`src/rtl/multicycle_control_fsm_if.sv`:
```
// Control bus between the multicycle RV32I controller and its datapath.
//   master : controller side - takes IR fields and Zero, drives strobes/selects
//   slave  : datapath side   - mirror of master
// Signals:
//   op_code/funct3/funct7 : IR fields, Zero : ALU result == 0
//   adr_src, mem_write, IR_write, reg_write, PC_write : strobes/selects
//   result_src, alu_src_a, alu_src_b, imm_src, alu_control : mux/ALU controls
//   halted, illegal_instr, retire, state_dbg : status
interface multicycle_control_fsm_if;
    logic [6:0] op_code;
    logic [2:0] funct3;
    logic [6:0] funct7;
    logic       Zero;
    logic       adr_src;
    logic       mem_write;
    logic       IR_write;
    logic       reg_write;
    logic       PC_write;
    logic [1:0] result_src;
    logic [1:0] alu_src_a;
    logic [1:0] alu_src_b;
    logic [2:0] imm_src;
    logic [3:0] alu_control;
    logic       halted;
    logic       illegal_instr;
    logic       retire;
    logic [4:0] state_dbg;

    modport master (
        input  op_code, funct3, funct7, Zero,
        output adr_src, mem_write, IR_write, reg_write, PC_write, result_src,
               alu_src_a, alu_src_b, imm_src, alu_control, halted,
               illegal_instr, retire, state_dbg
    );

    modport slave (
        output op_code, funct3, funct7, Zero,
        input  adr_src, mem_write, IR_write, reg_write, PC_write, result_src,
               alu_src_a, alu_src_b, imm_src, alu_control, halted,
               illegal_instr, retire, state_dbg
    );
endinterface

```
`src/rtl/multicycle_control_fsm.sv`:
```
// Main controller of the multicycle RV32I datapath. Sequences fetch, decode,
// execute, memory and writeback; inserts MEM_WAIT wait states on memory
// reads, halts on ECALL/EBREAK and traps unknown opcodes.
// Ports:
//   clk   : system clock
//   reset : asynchronous active-high reset
//   bus   : controller side of the control bus (IR fields in, strobes out)
module multicycle_control_fsm #(
    parameter int MEM_WAIT = 1
) (
    input  logic                            clk,
    input  logic                            reset,
    multicycle_control_fsm_if.master        bus
);
    localparam int CW = $clog2(MEM_WAIT + 2);

    localparam logic [6:0] OP_LOAD   = 7'b0000011;
    localparam logic [6:0] OP_STORE  = 7'b0100011;
    localparam logic [6:0] OP_R      = 7'b0110011;
    localparam logic [6:0] OP_I      = 7'b0010011;
    localparam logic [6:0] OP_LUI    = 7'b0110111;
    localparam logic [6:0] OP_AUIPC  = 7'b0010111;
    localparam logic [6:0] OP_JAL    = 7'b1101111;
    localparam logic [6:0] OP_JALR   = 7'b1100111;
    localparam logic [6:0] OP_BRANCH = 7'b1100011;
    localparam logic [6:0] OP_SYSTEM = 7'b1110011;

    localparam logic [3:0] ALU_ADD  = 4'd0;
    localparam logic [3:0] ALU_SUB  = 4'd1;
    localparam logic [3:0] ALU_SLL  = 4'd2;
    localparam logic [3:0] ALU_SLT  = 4'd3;
    localparam logic [3:0] ALU_SLTU = 4'd4;
    localparam logic [3:0] ALU_XOR  = 4'd5;
    localparam logic [3:0] ALU_SRL  = 4'd6;
    localparam logic [3:0] ALU_SRA  = 4'd7;
    localparam logic [3:0] ALU_OR   = 4'd8;
    localparam logic [3:0] ALU_AND  = 4'd9;
    localparam logic [3:0] ALU_PASS = 4'd10;

    typedef enum logic [4:0] {
        FETCH, IR_LOAD, DECODE, MEM_ADR, MEM_RD, MEM_WB, MEM_WR, EXEC_R,
        EXEC_I, EXEC_U, ALU_WB, JAL, JALR, JALR_PC, BRANCH, HALT
    } state_t;

    state_t        state;
    logic [CW-1:0] wait_cnt;
    logic          halted_q;
    logic          illegal_q;
    logic [3:0]    exec_op;
    logic [3:0]    branch_op;
    logic          taken;
    logic          unused_f7;

    assign unused_f7 = ^{bus.funct7[6], bus.funct7[4:0]};

    // Counter defaults to 0 so it clears on every state change; only the
    // two wait states increment it while they hold.
    always_ff @(posedge clk or posedge reset) begin
        if (reset) begin
            state     <= FETCH;
            wait_cnt  <= '0;
            halted_q  <= 1'b0;
            illegal_q <= 1'b0;
        end else begin
            wait_cnt <= '0;
            case (state)
                FETCH:
                    if (wait_cnt == CW'(MEM_WAIT - 1)) state <= IR_LOAD;
                    else wait_cnt <= wait_cnt + CW'(1);
                IR_LOAD: state <= DECODE;
                DECODE:
                    case (bus.op_code)
                        OP_LOAD, OP_STORE: state <= MEM_ADR;
                        OP_R:              state <= EXEC_R;
                        OP_I:              state <= EXEC_I;
                        OP_LUI:            state <= EXEC_U;
                        OP_AUIPC:          state <= ALU_WB;
                        OP_JAL:            state <= JAL;
                        OP_JALR:           state <= JALR;
                        OP_BRANCH:         state <= BRANCH;
                        OP_SYSTEM: begin
                            state    <= HALT;
                            halted_q <= 1'b1;
                        end
                        default: begin
                            state     <= HALT;
                            halted_q  <= 1'b1;
                            illegal_q <= 1'b1;
                        end
                    endcase
                MEM_ADR: state <= (bus.op_code == OP_STORE) ? MEM_WR : MEM_RD;
                // Memory latency plus one cycle for the dmem output flop.
                MEM_RD:
                    if (wait_cnt == CW'(MEM_WAIT)) state <= MEM_WB;
                    else wait_cnt <= wait_cnt + CW'(1);
                MEM_WB, MEM_WR, ALU_WB, BRANCH: state <= FETCH;
                EXEC_R, EXEC_I, EXEC_U:         state <= ALU_WB;
                JAL, JALR_PC:                   state <= ALU_WB;
                JALR:                           state <= JALR_PC;
                HALT:                           state <= HALT;
                default:                        state <= FETCH;
            endcase
        end
    end

    always_comb begin
        exec_op = ALU_ADD;
        case (bus.funct3)
            3'b000: exec_op = (state == EXEC_R && bus.funct7[5]) ? ALU_SUB : ALU_ADD;
            3'b001: exec_op = ALU_SLL;
            3'b010: exec_op = ALU_SLT;
            3'b011: exec_op = ALU_SLTU;
            3'b100: exec_op = ALU_XOR;
            3'b101: exec_op = bus.funct7[5] ? ALU_SRA : ALU_SRL;
            3'b110: exec_op = ALU_OR;
            default: exec_op = ALU_AND;
        endcase
    end

    // SLT/SLTU leave 0 (Zero=1) when rs1 >= rs2, so LT takes on !Zero.
    always_comb begin
        branch_op = ALU_ADD;
        taken     = 1'b0;
        case (bus.funct3)
            3'b000: begin branch_op = ALU_SUB;  taken = bus.Zero;  end
            3'b001: begin branch_op = ALU_SUB;  taken = !bus.Zero; end
            3'b100: begin branch_op = ALU_SLT;  taken = !bus.Zero; end
            3'b101: begin branch_op = ALU_SLT;  taken = bus.Zero;  end
            3'b110: begin branch_op = ALU_SLTU; taken = !bus.Zero; end
            3'b111: begin branch_op = ALU_SLTU; taken = bus.Zero;  end
            default: ;
        endcase
    end

    always_comb begin
        case (bus.op_code)
            OP_STORE:         bus.imm_src = 3'b001;
            OP_BRANCH:        bus.imm_src = 3'b010;
            OP_LUI, OP_AUIPC: bus.imm_src = 3'b011;
            OP_JAL:           bus.imm_src = 3'b100;
            default:          bus.imm_src = 3'b000;
        endcase
    end

    always_comb begin
        bus.adr_src     = 1'b0;
        bus.mem_write   = 1'b0;
        bus.IR_write    = 1'b0;
        bus.reg_write   = 1'b0;
        bus.PC_write    = 1'b0;
        bus.result_src  = 2'd0;
        bus.alu_src_a   = 2'd0;
        bus.alu_src_b   = 2'd0;
        bus.alu_control = ALU_ADD;
        bus.retire      = 1'b0;
        case (state)
            FETCH: ;
            IR_LOAD: begin
                bus.IR_write   = 1'b1;
                bus.alu_src_b  = 2'd2;
                bus.result_src = 2'd2;
                bus.PC_write   = 1'b1;
            end
            DECODE: begin
                bus.alu_src_a = 2'd1;
                bus.alu_src_b = 2'd1;
            end
            MEM_ADR, JALR: begin
                bus.alu_src_a = 2'd2;
                bus.alu_src_b = 2'd1;
            end
            // ALU keeps rs1 + imm so the registered address stays stable.
            MEM_RD: begin
                bus.adr_src   = 1'b1;
                bus.alu_src_a = 2'd2;
                bus.alu_src_b = 2'd1;
            end
            MEM_WR: begin
                bus.adr_src   = 1'b1;
                bus.mem_write = 1'b1;
                bus.alu_src_a = 2'd2;
                bus.alu_src_b = 2'd1;
                bus.retire    = 1'b1;
            end
            MEM_WB: begin
                bus.result_src = 2'd1;
                bus.reg_write  = 1'b1;
                bus.retire     = 1'b1;
            end
            EXEC_R, EXEC_I: begin
                bus.alu_src_a   = 2'd2;
                bus.alu_src_b   = (state == EXEC_I) ? 2'd1 : 2'd0;
                bus.alu_control = exec_op;
            end
            EXEC_U: begin
                bus.alu_src_b   = 2'd1;
                bus.alu_control = ALU_PASS;
            end
            ALU_WB: begin
                bus.reg_write = 1'b1;
                bus.retire    = 1'b1;
            end
            // PC takes the target in ALU_out while the ALU forms old_PC + 4
            // for the link register written in ALU_WB.
            JAL, JALR_PC: begin
                bus.PC_write  = 1'b1;
                bus.alu_src_a = 2'd1;
                bus.alu_src_b = 2'd2;
            end
            BRANCH: begin
                bus.alu_src_a   = 2'd2;
                bus.alu_control = branch_op;
                bus.PC_write    = taken;
                bus.retire      = 1'b1;
            end
            default: ;
        endcase
    end

    assign bus.halted        = halted_q;
    assign bus.illegal_instr = illegal_q;
    assign bus.state_dbg     = state;
endmodule
```
`src/flat_wrapper.sv`:
```
// flat-port wrapper written by rule: the top's interface ports become plain ports
module multicycle_control_fsm_flat 
#(
    parameter int MEM_WAIT = 1
)
  (clk, reset, bus_op_code, bus_funct3, bus_funct7, bus_Zero, bus_adr_src, bus_mem_write, bus_IR_write, bus_reg_write, bus_PC_write, bus_result_src, bus_alu_src_a, bus_alu_src_b, bus_imm_src, bus_alu_control, bus_halted, bus_illegal_instr, bus_retire, bus_state_dbg);
  multicycle_control_fsm_if bus_i ();
  input  logic clk;
  input  logic reset;
  input wire logic [$bits(bus_i.op_code)-1:0] bus_op_code;
  input wire logic [$bits(bus_i.funct3)-1:0] bus_funct3;
  input wire logic [$bits(bus_i.funct7)-1:0] bus_funct7;
  input wire logic [$bits(bus_i.Zero)-1:0] bus_Zero;
  output wire logic [$bits(bus_i.adr_src)-1:0] bus_adr_src;
  output wire logic [$bits(bus_i.mem_write)-1:0] bus_mem_write;
  output wire logic [$bits(bus_i.IR_write)-1:0] bus_IR_write;
  output wire logic [$bits(bus_i.reg_write)-1:0] bus_reg_write;
  output wire logic [$bits(bus_i.PC_write)-1:0] bus_PC_write;
  output wire logic [$bits(bus_i.result_src)-1:0] bus_result_src;
  output wire logic [$bits(bus_i.alu_src_a)-1:0] bus_alu_src_a;
  output wire logic [$bits(bus_i.alu_src_b)-1:0] bus_alu_src_b;
  output wire logic [$bits(bus_i.imm_src)-1:0] bus_imm_src;
  output wire logic [$bits(bus_i.alu_control)-1:0] bus_alu_control;
  output wire logic [$bits(bus_i.halted)-1:0] bus_halted;
  output wire logic [$bits(bus_i.illegal_instr)-1:0] bus_illegal_instr;
  output wire logic [$bits(bus_i.retire)-1:0] bus_retire;
  output wire logic [$bits(bus_i.state_dbg)-1:0] bus_state_dbg;
  assign bus_i.op_code = bus_op_code;
  assign bus_i.funct3 = bus_funct3;
  assign bus_i.funct7 = bus_funct7;
  assign bus_i.Zero = bus_Zero;
  assign bus_adr_src = bus_i.adr_src;
  assign bus_mem_write = bus_i.mem_write;
  assign bus_IR_write = bus_i.IR_write;
  assign bus_reg_write = bus_i.reg_write;
  assign bus_PC_write = bus_i.PC_write;
  assign bus_result_src = bus_i.result_src;
  assign bus_alu_src_a = bus_i.alu_src_a;
  assign bus_alu_src_b = bus_i.alu_src_b;
  assign bus_imm_src = bus_i.imm_src;
  assign bus_alu_control = bus_i.alu_control;
  assign bus_halted = bus_i.halted;
  assign bus_illegal_instr = bus_i.illegal_instr;
  assign bus_retire = bus_i.retire;
  assign bus_state_dbg = bus_i.state_dbg;
  multicycle_control_fsm #(.MEM_WAIT(MEM_WAIT)) u_core (.clk(clk), .reset(reset), .bus(bus_i));
endmodule
```
`config.mk`:
```
export PLATFORM = sky130hd
export DESIGN_NAME = multicycle_control_fsm_flat
export DESIGN_NICKNAME = d
export VERILOG_FILES = /design/src/rtl/multicycle_control_fsm_if.sv /design/src/rtl/multicycle_control_fsm.sv /design/src/flat_wrapper.sv
export SDC_FILE = /design/constraint.sdc
export NUM_CORES = 1
export LEC_CHECK = 0
export CAP_MARGIN = 10
export CORE_MARGIN = 4
export CORE_UTILIZATION = 50
export DETAILED_ROUTE_END_ITERATION = 12
export DONT_BUFFER_PORTS = 1
export GPL_TIMING_DRIVEN = 1
export PLACE_DENSITY = 0.62
export SLEW_MARGIN = 20
export SYNTH_ARGS = -nofsm -noshare
export SYNTH_HDL_FRONTEND = slang
export SYNTH_SLANG_ARGS = --single-unit
```
`constraint.sdc`:
```
create_clock -name clk -period 2.7 [get_ports clk]
set_input_delay 0.405 -clock clk [delete_from_list [all_inputs] [get_ports clk]]
set_output_delay 0.405 -clock clk [all_outputs]
set_load 0.01 [all_outputs]
```
==> run_results.csv, run 1 <==
group,metric,value,unit
cells_and_area,finalNonFillerCells,152,
logic_synthesis,netlist_top_cells_area,"dfrtp_1 (20%), nor2_1 (5.0%), nand2_1 (4.2%)",
worst_setup_path,cpPeakStageDelay,0.59,ns
floorplan,io_pins,46,
timing,report.final.slew_viol_count,0,
worst_setup_path,required,2.30,ns
clock_tree,cts.sinks,8,
cells_and_area,nets,152,
cells_and_area,drive_gt1_frac,0.118,
logic_synthesis,synth_edf_count,0,
logic_synthesis,syn_area_per_cell,7.46,sq um
timing,worst_pin_slew,0.648,ns
clock_tree,cts-root-buf,"clkbuf_4",
cells_and_area,area.sequential,200,sq um
logic_synthesis,async_flop_share,1.00,
floorplan,die_area,2730,sq um
logic_synthesis,netlist_top_cells_count,"nor2_1 (13), nand2_1 (11), buf_2 (8), dfrtp_1 (8), inv_1 (7)",
clock_tree,clockBufferDepth,2,
routing,ant_nets,0,
clock_tree,path_clk_slew,0.06,ns
timing,clock.fmax,411,MHz
status,outcome,"finished, final reports clean",
power_and_ir_drop,leakagePower,0.409,nW
min_path,min_path_type,"input port to flip-flop",
floorplan,core,1780,sq um
logic_synthesis,synth.most_common_cell,"nor2_1",
logic_synthesis,ys_warn_count,0,
worst_setup_path,start_kind,"flip-flop",
logic_synthesis,synth_cells,131,
worst_setup_path,cp.arrival,2.03,ns
logic_synthesis,ys_types,49,
timing,maxSlewHeadroom,0.565,
worst_setup_path,cp-end-kind,"output pin",
floorplan,start_util,0.548,
power_and_ir_drop,peakVddDrop,505,uV
logic_synthesis,mappedNetlistNets,154,
global_route,grt_use_total,0.181,
routing,drtIter0Drc,25,
routing,wl_per_cell,15.4,um
timing,hold_ws,0.412,ns
logic_synthesis,synth.largest_area_cell,"dfrtp_1",
floorplan,die_y,52.2,um
routing,dr.pass1.iters,4,
clock_tree,cts_tree,"built",
worst_setup_path,crit_family,"compound AO/OA/AOI/OAI gates",
placed_design,finalWeightedCongestion,0.791,
worst_setup_path,path_buf_inv,0,
power_and_ir_drop,totalPowerFinal,0.976,mW
timing,setup-tns-final,0,ns
placed_design,io_buffer_count,0,
worst_setup_path,crit_path_cell_trace,"or2_2 -> o22ai_2 -> nand2_1 -> o32ai_1",
timing,hold_viol,0,
global_route,grt_max_degree,17,
timing,fin_skew,0.00783,ns
clock_tree,numCtsBuffers,3,
timing,period_needed,2.43,ns
logic_synthesis,synth_top_area_share,0.205,
logic_synthesis,dominantRegCellSynth,"dfrtp_1",
cells_and_area,synthToLayoutAreaGrowth,2.82,%
cells_and_area,multi_input_area,677,sq um
power_and_ir_drop,p_per_area,971,nW/um^2
routing,wl,2.34,mm
timing,setup_viol_count_final,0,
clock_tree,clk_latency,0.27,ns
timing,rsz0062_at_grt,"false",
timing,timing.final.crit_share,0.902,
worst_setup_path,critPathKind,"flip-flop to output pin",
placed_design,dp.final_hpwl,1.78,mm
cells_and_area,fillers,166,
clock_tree,cts_setup_buffers,0,
worst_setup_path,critPathMaxFanout,16,
routing,drc,0,
floorplan,die_w,52.2,um
global_route,grt_pass1_wl,3.70,mm
global_route,grt_pass1_vias,794,
logic_synthesis,ys_seq_area_frac,0.205,
run,max-cap-violations,0,
global_route,antenna_found_initial,0,
clock_tree,h-tree-depth,1,
global_route,grt-ovfl-total,0,
logic_synthesis,synth_seq_cells,8,
routing,vias_per_cell,6.15,
logic_synthesis,synth.cell_area,977,sq um
placed_design,dpl.cell_count,148,
cells_and_area,final_core_util,0.564,
routing,vias,935,
worst_setup_path,cp_slowest_cell,"dfrtp_1",
floorplan,rows,15,
cells_and_area,diodes,0,
==> per-layer routing <==
layer  up-vias  global-route usage  routed length (um)
met5         -                   0                   0
met4         0              0.0894                  45
met3         5              0.0399                 158
li1        469                   -                   -
met2        27               0.287                1060
met1       434               0.232                1080
==> through the flow <==
stage | setup slack [ns] | instance area [sq um]
final | 0.265 | 1000
after floorplan | 0.747 | 977
after detailed placement | 0.551 | 972
after global routing | 0.142 | 1000
after global placement | 0.571 | 972
after CTS | 0.265 | 1000
==> path summary, 6_finish.rpt <==
path / from / to / slack [ns] / cells past startpoint
max: u_core.bus.state_dbg[1] / bus_alu_control[0] / 0.27 / 4
min: bus_op_code[2] / u_core.bus.illegal_instr / 0.41 / 2
max reg2reg: u_core.bus.state_dbg[1] / u_core.bus.halted / 1.07 / 5
min reg2reg: u_core.bus.illegal_instr / u_core.bus.illegal_instr / 0.55 / 1
max in group asynchronous: reset / u_core.bus.halted / 1.92 / 2
min in group asynchronous: reset / u_core.bus.illegal_instr / 0.53 / 2
==> timing repair <==
item,4_1_cts,5_1_grt
hold buffers,1,0
setup endpoints to repair,0,0
resized for setup,0,0
endpoints found under the hold margin,8,0
==> power breakdown <==
| part | switching, mW | internal, mW |
|---|---|---|
| Clock | 0.0471 | 0.0513 |
| Sequential | 0.0859 | 0.156 |
| Combinational | 0.393 | 0.242 |
==> sequential cells by signal, summed over array words and instances (netlist names) <==
signal and flops:
u_core.bus.state_dbg 4, u_core.bus.halted 1, u_core.wait_cnt 2, u_core.bus.illegal_instr 1
==> kinds of logic (layout without fill, tap and decap cells) <==
family / count (synthesis) / count (layout) / share of synthesized area
other cells: 1 / 1 / 0.00384
buf+inv: 20 / 16 / 0.102
xor+xnor: 3 / 3 / 0.0269
flops: 8 / 8 / 0.205
compound gates: 34 / 34 / 0.250
simple gates: 59 / 59 / 0.343
fa+ha+maj: 3 / 3 / 0.0384
mux: 3 / 3 / 0.0307
==> placed cells by master (no fill, tap or decap), drive strengths merged, types with 2 or more instances in the layout <==
| cell | count |
|---|---|
| a211oi | 2 |
| a21oi | 5 |
| and2b | 2 |
| and3 | 3 |
| buf | 5 |
| clkbuf | 3 |
| dfrtp | 8 |
| ha | 3 |
| inv | 7 |
| mux2i | 3 |
| nand2 | 11 |
| nand2b | 5 |
| nand3b | 2 |
| nand4 | 3 |
| nor2 | 13 |
| nor2b | 3 |
| nor3 | 6 |
| nor3b | 2 |
| o21ai | 7 |
| o21bai | 2 |
| o22ai | 6 |
| o31ai | 2 |
| or4 | 2 |
| xor2 | 3 |
==> final cells by class <==
class / instances / area share
multi-input cells: 103 / 0.674
well taps: 25 / 0.0311
clock buffers: 3 / 0.0224
inverters: 7 / 0.0262
flip-flops and latches: 8 / 0.199
repair buffers: 6 / 0.0473
Note: power is estimated with default switching activity, not from simulation.
==> run 2, diff against run 1 <==
CORE_UTILIZATION = 45   (was 50)
PLACE_DENSITY = 0.57   (was 0.62)
==> run_results.csv, run 2 (synthesis results as in run 1) <==
group,metric,value,unit
status,outcome,"finished, final reports clean",
floorplan,io_pins,46,
worst_setup_path,path_buf_inv,0,
global_route,grt_pass1_wl,3.78,mm
worst_setup_path,crit_family,"compound AO/OA/AOI/OAI gates",
clock_tree,cts_tree,"built",
timing,setup_slack,0.449,ns
routing,vias_per_cell,5.89,
floorplan,die_area,2980,sq um
clock_tree,clk_latency,0.25,ns
worst_setup_path,cpPeakStageDelay,0.48,ns
timing,period_needed,2.25,ns
global_route,grt_pass1_vias,801,
cells_and_area,post-route-cell-area,1010,sq um
min_path,worstHoldEndpoint,"u_core.bus.illegal_instr",
worst_setup_path,critPathMaxFanout,10,
placed_design,pre_cts_ws,0.714,ns
global_route,antenna_found_initial,0,
timing,setup-tns-final,0,ns
timing,rsz0062_at_grt,"false",
cells_and_area,mostFrequentLayoutCells,"nor2_1 (13), nand2_1 (11), dfrtp_1 (8)",
min_path,min_path_type,"input port to flip-flop",
timing,maxSlewHeadroom,0.576,
floorplan,rows,16,
global_route,grt_max_degree,14,
placed_design,io_buffer_count,0,
clock_tree,clockBufferDepth,2,
global_route,grt-ovfl-total,0,
timing,clock.fmax,444,MHz
floorplan,die_y,54.6,um
power_and_ir_drop,p_per_area,977,nW/um^2
clock_tree,cts-root-buf,"clkbuf_4",
worst_setup_path,r2r_end,"u_core.bus.state_dbg[0]",
worst_setup_path,cp_slowest_cell,"dfrtp_1",
timing,fin_skew,0.000453,ns
worst_setup_path,rr_startpoint,"u_core.bus.state_dbg[1]",
worst_setup_path,critPathKind,"flip-flop to output pin",
routing,dr.pass1.iters,4,
placed_design,place_area,982,sq um
placed_design,dp.final_hpwl,1.92,mm
cells_and_area,diodes,0,
cells_and_area,final_core_util,0.502,
timing,hold_viol,0,
cells_and_area,fillers,225,
worst_setup_path,cp.arrival,1.85,ns
cells_and_area,largest_reg_flops,4,
floorplan,core,2020,sq um
cells_and_area,final_common_cell,"nor2_1",
timing,report.final.slew_viol_count,0,
cells_and_area,drive_gt1_frac,0.125,
min_path,holdCritStartpoint,"bus_op_code[2]",
routing,drtIter0Drc,20,
clock_tree,cts.sinks,8,
run,max-cap-violations,0,
routing,wl,2.45,mm
routing,drc,0,
routing,ant_nets,0,
clock_tree,ctsResizeCount,0,
timing,worst_pin_slew,0.631,ns
worst_setup_path,start_kind,"flip-flop",
floorplan,die_w,54.6,um
power_and_ir_drop,peakVddDrop,519,uV
worst_setup_path,ff2ff_path_depth,6,
worst_setup_path,required,2.30,ns
global_route,grt_use_total,0.173,
routing,wl_per_cell,15.8,um
timing,setup_viol_count_final,0,
worst_setup_path,crit_path_cell_trace,"or2_2 -> o22ai_2 -> nand2_1 -> o32ai_1",
timing,timing.final.crit_share,0.834,
timing,hold_ws,0.420,ns
clock_tree,h-tree-depth,1,
worst_setup_path,r2r_setup_slack,1.11,ns
power_and_ir_drop,leakagePower,0.414,nW
cells_and_area,nets,153,
worst_setup_path,cp-end-kind,"output pin",
routing,vias,913,
cells_and_area,synthToLayoutAreaGrowth,3.84,%
clock_tree,path_clk_slew,0.06,ns
min_path,holdPathStages,2,
placed_design,finalWeightedCongestion,0.759,
floorplan,start_util,0.483,
clock_tree,numCtsBuffers,3,
run 2: area by class of cell:
class,instances,area [sq um],area share
Clock buffer,3,22.5,0.0222
Inverter,7,26.3,0.0259
Multi-Input combinational cell,103,677,0.667
Sequential cell,8,200,0.197
Tap cell,27,33.8,0.0333
Timing Repair Buffer,7,55.1,0.0543
run 2: power by group:
| part | internal, mW | switching, mW | total [mW] | leakage [nW] |
|---|---|---|---|---|
| logic | 0.253 | 0.423 | 0.675 | 0.306 |
| registers | 0.156 | 0.0654 | 0.222 | 0.0943 |
| clock network | 0.0510 | 0.0430 | 0.0941 | 0.0138 |
run 2: what timing repair did:
action,CTS,global route
setup buffers,0,0
endpoints found under the hold margin,8,0
hold buffers,1,0
endpoints found under the setup margin,0,0
run 2: per-stage QoR:
step | total power, mW | std cells
after detailed placement | 0.902 | 151
after global placement | 0.886 | 151
final | 0.991 | 155
after global routing | 1.08 | 155
after floorplan | 0.762 | 131
after CTS | 1.00 | 155
run 2: per-layer routing:
layer / global-route usage / wire [um] / up-vias
met2: 0.272 / 1200 / 26
met5: 0 / 0 / -
li1: - / - / 465
met1: 0.236 / 1100 / 420
met4: 0.0249 / 12 / 0
met3: 0.0545 / 143 / 2
run 2: worst max path at each step:
stage                                  startpoint            endpoint  cells past startpoint
final                     u_core.bus.state_dbg[1]  bus_alu_control[0]                      4
after global routing      u_core.bus.state_dbg[1]  bus_alu_control[0]                      4
after CTS                 u_core.bus.state_dbg[1]  bus_alu_control[0]                      4
after detailed placement  u_core.bus.state_dbg[1]  bus_alu_control[0]                      4
after global placement    u_core.bus.state_dbg[2]  bus_alu_control[0]                      4
after floorplan           u_core.bus.state_dbg[3]  bus_alu_control[0]                      6
